File: config.mk
export PLATFORM = sky130hd
export DESIGN_NAME = nibble_serial_adder32
export DESIGN_NICKNAME = d
export VERILOG_FILES = /design/src/rtl/nsa_pkg.sv /design/src/rtl/cla_slice4.sv /design/src/rtl/nibble_serial_adder32.sv
export SDC_FILE = /design/constraint.sdc
export NUM_CORES = 1
export LEC_CHECK = 0
export BUFFER_PORTS_ARGS = -buffer_cell sky130_fd_sc_hd__buf_2
export CELL_PAD_IN_SITES_DETAIL_PLACEMENT = 2
export CELL_PAD_IN_SITES_GLOBAL_PLACEMENT = 2
export CORE_MARGIN = 2
export CORE_UTILIZATION = 32
export DETAILED_ROUTE_END_ITERATION = 8
export GPL_ROUTABILITY_DRIVEN = 0
export GPL_TIMING_DRIVEN = 0
export PLACE_DENSITY = 0.88
export SLEW_MARGIN = 20
export SYNTH_ARGS = -nofsm -noshare
export SYNTH_HDL_FRONTEND = slang
export SYNTH_HIERARCHICAL = 1
export SYNTH_SLANG_ARGS = --single-unit
File: constraint.sdc
create_clock -name clk -period 3.9 [get_ports clk]
set_input_delay 0.195 -clock clk [delete_from_list [all_inputs] [get_ports clk]]
set_output_delay 0.195 -clock clk [all_outputs]
set_load 0.05 [all_outputs]
File: src/rtl/nsa_pkg.sv
// nsa_pkg: shared definitions for the nibble-serial adder.
// - SLICE          bits handled per iteration (fixed by cla_slice4)
// - WIDTH_DEFAULT  default operand width of nibble_serial_adder32
// - state_e        FSM state encoding (2-bit; encoding 3 is unused/illegal)
package nsa_pkg;

  localparam int SLICE         = 4;
  localparam int WIDTH_DEFAULT = 32;

  typedef enum logic [1:0] {
    IDLE = 2'd0,
    RUN  = 2'd1,
    DONE = 2'd2
  } state_e;

endpackage

File: src/rtl/cla_slice4.sv
// cla_slice4: combinational 4-bit carry-lookahead adder slice.
// Ports:
//   a, b  in  4  addend nibbles
//   ci    in  1  carry in
//   s     out 4  sum nibble
//   co    out 1  carry out of bit 3
//   c3    out 1  carry into bit 3 (used for signed overflow on the top nibble)
module cla_slice4 (
  input  logic [3:0] a,
  input  logic [3:0] b,
  input  logic       ci,
  output logic [3:0] s,
  output logic       co,
  output logic       c3
);

  logic [3:0] g;
  logic [3:0] p;
  logic       c1;
  logic       c2;

  // p uses OR (carry-propagate in the lookahead sense); the sum itself needs XOR.
  assign g = a & b;
  assign p = a | b;

  assign c1 = g[0] | (p[0] & ci);
  assign c2 = g[1] | (p[1] & g[0]) | (p[1] & p[0] & ci);
  assign c3 = g[2] | (p[2] & g[1]) | (p[2] & p[1] & g[0]) | (p[2] & p[1] & p[0] & ci);
  assign co = g[3] | (p[3] & g[2]) | (p[3] & p[2] & g[1]) | (p[3] & p[2] & p[1] & g[0])
            | (p[3] & p[2] & p[1] & p[0] & ci);

  assign s = a ^ b ^ {c3, c2, c1, ci};

endmodule

File: src/rtl/nibble_serial_adder32.sv
// nibble_serial_adder32: multi-cycle add/sub that reuses one cla_slice4 over
// WIDTH/4 cycles. Operands are latched on accept, so the producer may change
// them freely once in_ready has dropped.
// Ports:
//   clk, rst_n           clock, synchronous active-low reset
//   in_valid / in_ready  operand handshake (a, b, sub, c_in)
//   out_valid / out_ready result handshake (sum, c_out, ovf, zero)
//   sub = 1 computes a + ~b + 1 and ignores c_in
//
// state | meaning
// ------+------------------------------------------------------------
// IDLE  | in_ready=1, waiting for an operand bundle
// RUN   | one nibble per cycle, cnt selects the nibble
// DONE  | out_valid=1, result held until out_ready
module nibble_serial_adder32
  import nsa_pkg::*;
#(
  parameter int WIDTH = WIDTH_DEFAULT
) (
  input  logic             clk,
  input  logic             rst_n,
  input  logic             in_valid,
  output logic             in_ready,
  input  logic [WIDTH-1:0] a,
  input  logic [WIDTH-1:0] b,
  input  logic             sub,
  input  logic             c_in,
  output logic             out_valid,
  input  logic             out_ready,
  output logic [WIDTH-1:0] sum,
  output logic             c_out,
  output logic             ovf,
  output logic             zero
);

  localparam int NSLICE = WIDTH / SLICE;
  localparam int CNT_W  = (NSLICE > 1) ? $clog2(NSLICE) : 1;
  localparam logic [CNT_W-1:0] CNT_LAST = CNT_W'(NSLICE - 1);

  state_e           state_q,     state_d;
  logic [CNT_W-1:0] cnt_q,       cnt_d;
  logic [WIDTH-1:0] a_q,         a_d;
  logic [WIDTH-1:0] b_q,         b_d;
  logic             carry_q,     carry_d;
  logic [WIDTH-1:0] sum_q,       sum_d;
  logic             c_out_q,     c_out_d;
  logic             ovf_q,       ovf_d;
  logic             zero_q,      zero_d;
  logic             in_ready_q,  in_ready_d;
  logic             out_valid_q, out_valid_d;

  logic [SLICE-1:0] slice_a;
  logic [SLICE-1:0] slice_b;
  logic [SLICE-1:0] slice_s;
  logic             slice_co;
  logic             slice_c3;

  assign slice_a = a_q[int'(cnt_q) * SLICE +: SLICE];
  assign slice_b = b_q[int'(cnt_q) * SLICE +: SLICE];

  cla_slice4 u_slice (
    .a  (slice_a),
    .b  (slice_b),
    .ci (carry_q),
    .s  (slice_s),
    .co (slice_co),
    .c3 (slice_c3)
  );

  always_comb begin
    state_d = state_q;
    cnt_d   = cnt_q;
    a_d     = a_q;
    b_d     = b_q;
    carry_d = carry_q;
    sum_d   = sum_q;
    c_out_d = c_out_q;
    ovf_d   = ovf_q;
    zero_d  = zero_q;

    case (state_q)
      IDLE: begin
        if (in_valid && in_ready_q) begin
          a_d     = a;
          b_d     = sub ? ~b : b;
          carry_d = sub ? 1'b1 : c_in;
          cnt_d   = '0;
          // Clear the previous result so nothing stale lingers during RUN.
          sum_d   = '0;
          c_out_d = 1'b0;
          ovf_d   = 1'b0;
          zero_d  = 1'b0;
          state_d = RUN;
        end
      end
      RUN: begin
        sum_d[int'(cnt_q) * SLICE +: SLICE] = slice_s;
        carry_d = slice_co;
        cnt_d   = cnt_q + CNT_W'(1);
        if (cnt_q == CNT_LAST) begin
          c_out_d = slice_co;
          ovf_d   = slice_c3 ^ slice_co;
          // sum_d already holds the final nibble here.
          zero_d  = (sum_d == '0);
          state_d = DONE;
        end
      end
      DONE: begin
        if (out_ready) begin
          state_d = IDLE;
        end
      end
      default: state_d = IDLE;
    endcase

    // Handshake outputs are registered copies of the next state.
    in_ready_d  = (state_d == IDLE);
    out_valid_d = (state_d == DONE);
  end

  always_ff @(posedge clk) begin
    if (!rst_n) begin
      state_q     <= IDLE;
      cnt_q       <= '0;
      a_q         <= '0;
      b_q         <= '0;
      carry_q     <= 1'b0;
      sum_q       <= '0;
      c_out_q     <= 1'b0;
      ovf_q       <= 1'b0;
      zero_q      <= 1'b0;
      in_ready_q  <= 1'b1;
      out_valid_q <= 1'b0;
    end else begin
      state_q     <= state_d;
      cnt_q       <= cnt_d;
      a_q         <= a_d;
      b_q         <= b_d;
      carry_q     <= carry_d;
      sum_q       <= sum_d;
      c_out_q     <= c_out_d;
      ovf_q       <= ovf_d;
      zero_q      <= zero_d;
      in_ready_q  <= in_ready_d;
      out_valid_q <= out_valid_d;
    end
  end

  assign in_ready  = in_ready_q;
  assign out_valid = out_valid_q;
  assign sum       = sum_q;
  assign c_out     = c_out_q;
  assign ovf       = ovf_q;
  assign zero      = zero_q;

endmodule

# Word-level counts from Yosys, hierarchy flattened
# Cells that the tools add are included.
# op_classes
add_sub_neg,2
eq_ne,6
shifts,4
muxes,20
bitwise_logic,32
n_reduce_logical,8
# op_table
operator,n
$mux W32,2
$pmux W32 S2,1
$shiftx A32 B6 Y4,2
$neg A5 Y33,1
$shift A4 B33 Y32 const A,1
$shiftx A4 B33 Y32,1
$bwmux W32,1
$logic_not A32 Y1,1
$not A32 Y32,1
$and A1 B1 Y1,16
$or A1 B1 Y1,10
$pmux W1 S2,4
$xor A4 B4 Y4,2
$mux W1,6
$mux W2,3
$pmux W2 S3,1
$pmux W3 S2,1
$and A4 B4 Y4,1
$eq A2 B2 Y1 const B,2
$logic_not A2 Y1,2
$ne A2 B2 Y1 const B,2
$or A4 B4 Y4,1
$reduce_and A2 Y1,2
$add A3 B1 Y3 const B,1
other kinds (7),7
# word_totals
ff_bits,107
output_inout_bits,37
wordCells,83

# Longest topological paths before layout
# logic_depth
depth_word,12
depth_mapped,18

# Hierarchy
# Netlist, hierarchy kept.
# modules_own_cells
mod,n_inst,cells_each,area_each_um2
nibble_serial_adder32,1,595,5083.6
cla_slice4,1,39,309.0

# Worst setup path after synthesis
# OpenSTA, ideal clock, no wires.
# synth_timing
path_type,register to register
startpoint,register cnt_q[0]
endpoint,register zero_q (netlist: zero)
setup_ns,0.118
t_arrival_ns,3.438
required_ns,3.782
slack_ns,0.343
path_stages_with_launch,19
n_path_buf,4
synth_period_minus_slack_ns,3.557
path_cell_list,dfxtp_1 buf_6 buf_4 buf_2 mux4_2 nand2_1 nand2_1 inv_1 ha_1 nor2b_4 o211a_1 a211oi_2 clkbuf_1 nor4bb_1 mux2_2 a221oi_1 and4_1 nand4_1 o21ai_1
# synth_between
word_cells_on_any_way,31
classes_between,add/sub (1); eq/ne (2); shift (4); mux (3); bitwise (19); reduce/logical (2)
# synth_rtl
element,line,source
start: declaration,nibble_serial_adder32.sv:41,"logic [CNT_W-1:0] cnt_q, cnt_d;"
start signal: assignment,nibble_serial_adder32.sv:136,cnt_q <= cnt_d;
$shiftx A32 B6 Y4 (*),nibble_serial_adder32.sv:59,assign slice_b = b_q[int'(cnt_q) * SLICE +: SLICE];
named net slice_b[0],nibble_serial_adder32.sv:53,logic [SLICE-1:0] slice_b;
$and A4 B4 Y4 / $or A4 B4 Y4 (equally long branches),"cla_slice4.sv:23, cla_slice4.sv:24",
$and A1 B1 Y1,cla_slice4.sv:28,assign c3 = g[2] | (p[2] & g[1]) | (p[2] & p[1] & g[0]) | (p[2] & p[1] & p[0] & ci);
$or A1 B1 Y1 / $and A1 B1 Y1 (equally long branches),cla_slice4.sv:28,
$or A1 B1 Y1 (*),cla_slice4.sv:28,
$xor A4 B4 Y4 (*),cla_slice4.sv:32,"assign s = a ^ b ^ {c3, c2, c1, ci};"
named net slice_s[3],nibble_serial_adder32.sv:54,logic [SLICE-1:0] slice_s;
$shiftx A4 B33 Y32 (*),nibble_serial_adder32.sv:97,sum_d[int'(cnt_q) * SLICE +: SLICE] = slice_s;
$bwmux W32 (*),nibble_serial_adder32.sv:97,
$logic_not A32 Y1 (*),nibble_serial_adder32.sv:104,zero_d = (sum_d == '0);
$mux W1 (*),nibble_serial_adder32.sv:100,if (cnt_q == CNT_LAST) begin
$pmux W1 S2 (*),nibble_serial_adder32.sv:81,case (state_q)
end signal: assignment,nibble_serial_adder32.sv:143,zero_q <= zero_d;
end: declaration,nibble_serial_adder32.sv:48,"logic zero_q, zero_d;"
# Mark *: on every way through the listed nets, which the timed path passes. The rest lies on a longest branch. The select of a mux whose other input is x is not followed.
# A chain may end at the register's enable or synchronous reset.

# Final worst setup path
# layout_timing
startpoint,register cnt_q[1]
endpoint,register zero_q (netlist: zero)
# layout_between
word_cells_on_any_way,31
classes_between,add/sub (1); eq/ne (2); shift (4); mux (3); bitwise (19); reduce/logical (2)
# layout_rtl
element,line,source
$shiftx A32 B6 Y4 (*),nibble_serial_adder32.sv:58,assign slice_a = a_q[int'(cnt_q) * SLICE +: SLICE];
named net slice_a[0],nibble_serial_adder32.sv:52,logic [SLICE-1:0] slice_a;
$and A4 B4 Y4 / $or A4 B4 Y4 (equally long branches),"cla_slice4.sv:23, cla_slice4.sv:24",
$and A1 B1 Y1,cla_slice4.sv:27,assign c2 = g[1] | (p[1] & g[0]) | (p[1] & p[0] & ci);
$or A1 B1 Y1 / $and A1 B1 Y1 (equally long branches),cla_slice4.sv:27,
$or A1 B1 Y1 (*),cla_slice4.sv:27,
$xor A4 B4 Y4 (*),cla_slice4.sv:32,
named net slice_s[2],nibble_serial_adder32.sv:54,
$shiftx A4 B33 Y32 (*),nibble_serial_adder32.sv:97,
$bwmux W32 (*),nibble_serial_adder32.sv:97,
$logic_not A32 Y1 (*),nibble_serial_adder32.sv:104,
$mux W1 (*),nibble_serial_adder32.sv:100,
$pmux W1 S2 (*),nibble_serial_adder32.sv:81,
# Marked as above.

==> impl_metrics.tcl <==
set metrics [dict create \
    status "finished, final reports clean" \
    worstHoldPathType "primary input to register" \
    crit_path_frequent_cell "nand2_1" \
    dr.max_layer_used "met4" \
    overflow 0 \
    cts_tree "yes" \
    maxSlewViolCount 0 \
    max_slew.worst_pin.slew_ps 751 \
    crit_path_end "zero" \
    die-area_um2 17900 \
    yosys.area.top_type_share_pct 39.7 \
    grt_usage_pct 23.6 \
    setup.worst_path.start "cnt_q[1]" \
    cp.required_ps 4200 \
    postSynthNetCount 722 \
    async_reset_ff_share_pct 0 \
    drv_cap 0 \
    layout_commonest_cell "buf_2" \
    ys_seq_elements 107 \
    cpMaxStageDelayCell "dfxtp_1" \
    avgViaCountPerCell 5.40 \
    powerDensity_nw_per_um2 423 \
    yosys.area.top_type "dfxtp_1" \
    grt_antenna_before_repair 0 \
    dr_wl_met3_um 764 \
    synth_edf_count 0 \
    crit_cells 17 \
    pin_count 107 \
    rows 47 \
    ys_seq_area_share_pct 39.7 \
    syn_to_final_growth_pct 21.7 \
    ant_nets 0 \
    rsz0062_at_grt "false" \
    portBuffers 105 \
    start_util_pct 32.6 \
    grt_pass1_wl_mm 32.8 \
    finalNetCount 840 \
    cp_max_fo 10 \
    r2r_end "zero" \
    setup_viol 0 \
    cts_sinks 107 \
    drive_gt1_share_pct 22.9 \
    crit_chain "clkbuf_4, buf_4, mux4_2, nand2_1, nand2_1, inv_1, ha_1, nor2b_4, o31ai_2, xnor2_1, buf_2, nor3_4, nor2_1, a31oi_1, o311a_1, nand4_1, o21ai_1" \
    vias 5279 \
    insertion_delay_ps 370 \
    firstDrtPassIters 4 \
    final_area_um2 6560 \
    clockBufferDepth 2 \
    yosys-top-cells-area "dfxtp_1 40%, nand2_1 6.9%, mux4_2 6.7%" \
    place_area_um2 6190 \
    r2r_start "cnt_q[1]" \
    hpwlAfterDp_mm 15.2 \
    cp.arrival_ps 4080 \
    ff2ff_path_depth 17 \
    dp_slack_ps -564 \
    layout_common_cells "112 x buf_2, 106 x dfxtp_1, 99 x nand2_1" \
    drc 0 \
    fmax_ghz 0.265 \
    slew-limit-headroom_pct 49.4 \
    clock-root-buffer "clkbuf_16" \
    grt_max_degree 20 \
    ir_worst_vdd_mv 0.223 \
    cp-start-kind "register" \
    grt_pass1_vias 6084 \
    final_cells 977 \
    path_clk_slew_ps 80 \
    p_leak_nw 2.60 \
    ys_types 55 \
    die_h_um 134 \
    h-tree-depth 3 \
    drt_iter0_drc 223 \
    skew_ps 10.5 \
    ys.flop_type "dfxtp_1" \
    min_period_ps 3780 \
    fin_ws_ps 121 \
    wire_per_inst_um 20.8 \
    endpoint_kind "register" \
    yosysWarnings 6 \
    crit_buf_inv 4 \
    dp.cells 959 \
    r2r_slack_ps 120 \
    wl_mm 20.4 \
    hold_buffers 0 \
    antenna_cells 0 \
    cts_buffers 9 \
    synth_cells 634 \
    fp.coreArea_um2 16500 \
    fin_crit_sh_pct 96.9 \
    die_w_um 134 \
    wirelength_met1_mm 8.30 \
    cp_top_family "buffers and inverters" \
    hold_violations 0 \
    slowest_delay_ps 500 \
    dr_wl_met2_mm 10.8 \
    avgSynthCellArea_um2 8.51 \
    synth_area_um2 5390 \
    criticalPathCategory "register to register" \
]
## routing by layer
metal  up-vias  GRT usage, %
met5         -             0
met4         0          9.40
met3        39          3.63
met2       139          44.2
met1      2650          26.7
li1       2451             -
## through the flow
stage	power, mW	hold WS, ps	utilization (%)	TNS, ps
after detailed placement	1.83	451	37.5	-928
after floorplan	1.60	331	-	0
after CTS	2.78	60.7	39.6	0
after global placement	1.78	440	37.5	-564
after global routing	2.91	70.7	39.7	0
final	2.78	67.3	39.7	0
## Yosys cell counts, types with 16 or more instances
cell	instances
dfxtp_1	107
nand2_1	99
nor2_1	94
a21oi_1	47
xnor2_1	34
a211oi_1	32
clkbuf_1	30
a32oi_1	19
inv_1	18
ha_1	17
mux4_2	16
## cells by family after synthesis
group                    after synthesis  synth area share, %
AND/OR/NAND/NOR                      244                 19.5
AO/OA/AOI/OAI                        142                 18.1
flip-flops                           107                 39.7
buffers and inverters                 69                 5.36
XOR/XNOR                              35                 5.68
multiplexers                          19                 7.29
adder cells (fa/ha/maj)               18                 4.32
## area by class of cell
cell class / instances / area, um^2
Fill cell: 1894 / 9960
Multi-Input combinational cell: 458 / 2990
Sequential cell: 107 / 2140
Timing Repair Buffer: 108 / 548
Tap cell: 220 / 275
Clock buffer: 10 / 239
Buffer: 48 / 238
Inverter: 20 / 78.8
Clock inverter: 6 / 55.1
## sequential cells by signal, indices dropped and copies added, names as in the netlist
| register | cells |
|---|---|
| zero | 1 |
| in_ready | 1 |
| b_q | 32 |
| a_q | 32 |
| out_valid | 1 |
| state_q | 2 |
| cnt_q | 3 |
| sum | 32 |
| carry_q | 1 |
| ovf | 1 |
| c_out | 1 |
## how the worst min path moves through the flow
stage	from	endpoint	slack (ps)	cells after the start
final	a[29]	a_q[29]	70	3
after global routing	a[10]	a_q[10]	70	3
after CTS	a[10]	a_q[10]	60	3
after detailed placement	a[10]	a_q[10]	450	3
after global placement	a[11]	a_q[11]	440	3
after floorplan	a[0]	a_q[0]	330	2
## worst min-delay path: cells and delay by family
family          cells  cell delay (ps)
compound gates      1               50
buf+inv             1              100
simple gates        1               50
## power breakdown
part,total [mW],switching (mW),leakage (nW),internal (mW)
clock network,0.931,0.465,0.146,0.466
logic,0.645,0.411,1.58,0.234
registers,1.20,0.0444,0.875,1.16
total,2.78,0.921,2.60,1.86
## timing repair
item / in CTS / in global routing
gates resized for setup: 10 / 11
gates cloned: 0 / 0
setup endpoints to repair: 4 / 2
pin swaps: 2 / 0
buffers inserted: 3 / 0
Power figures use the tool's default switching activity.
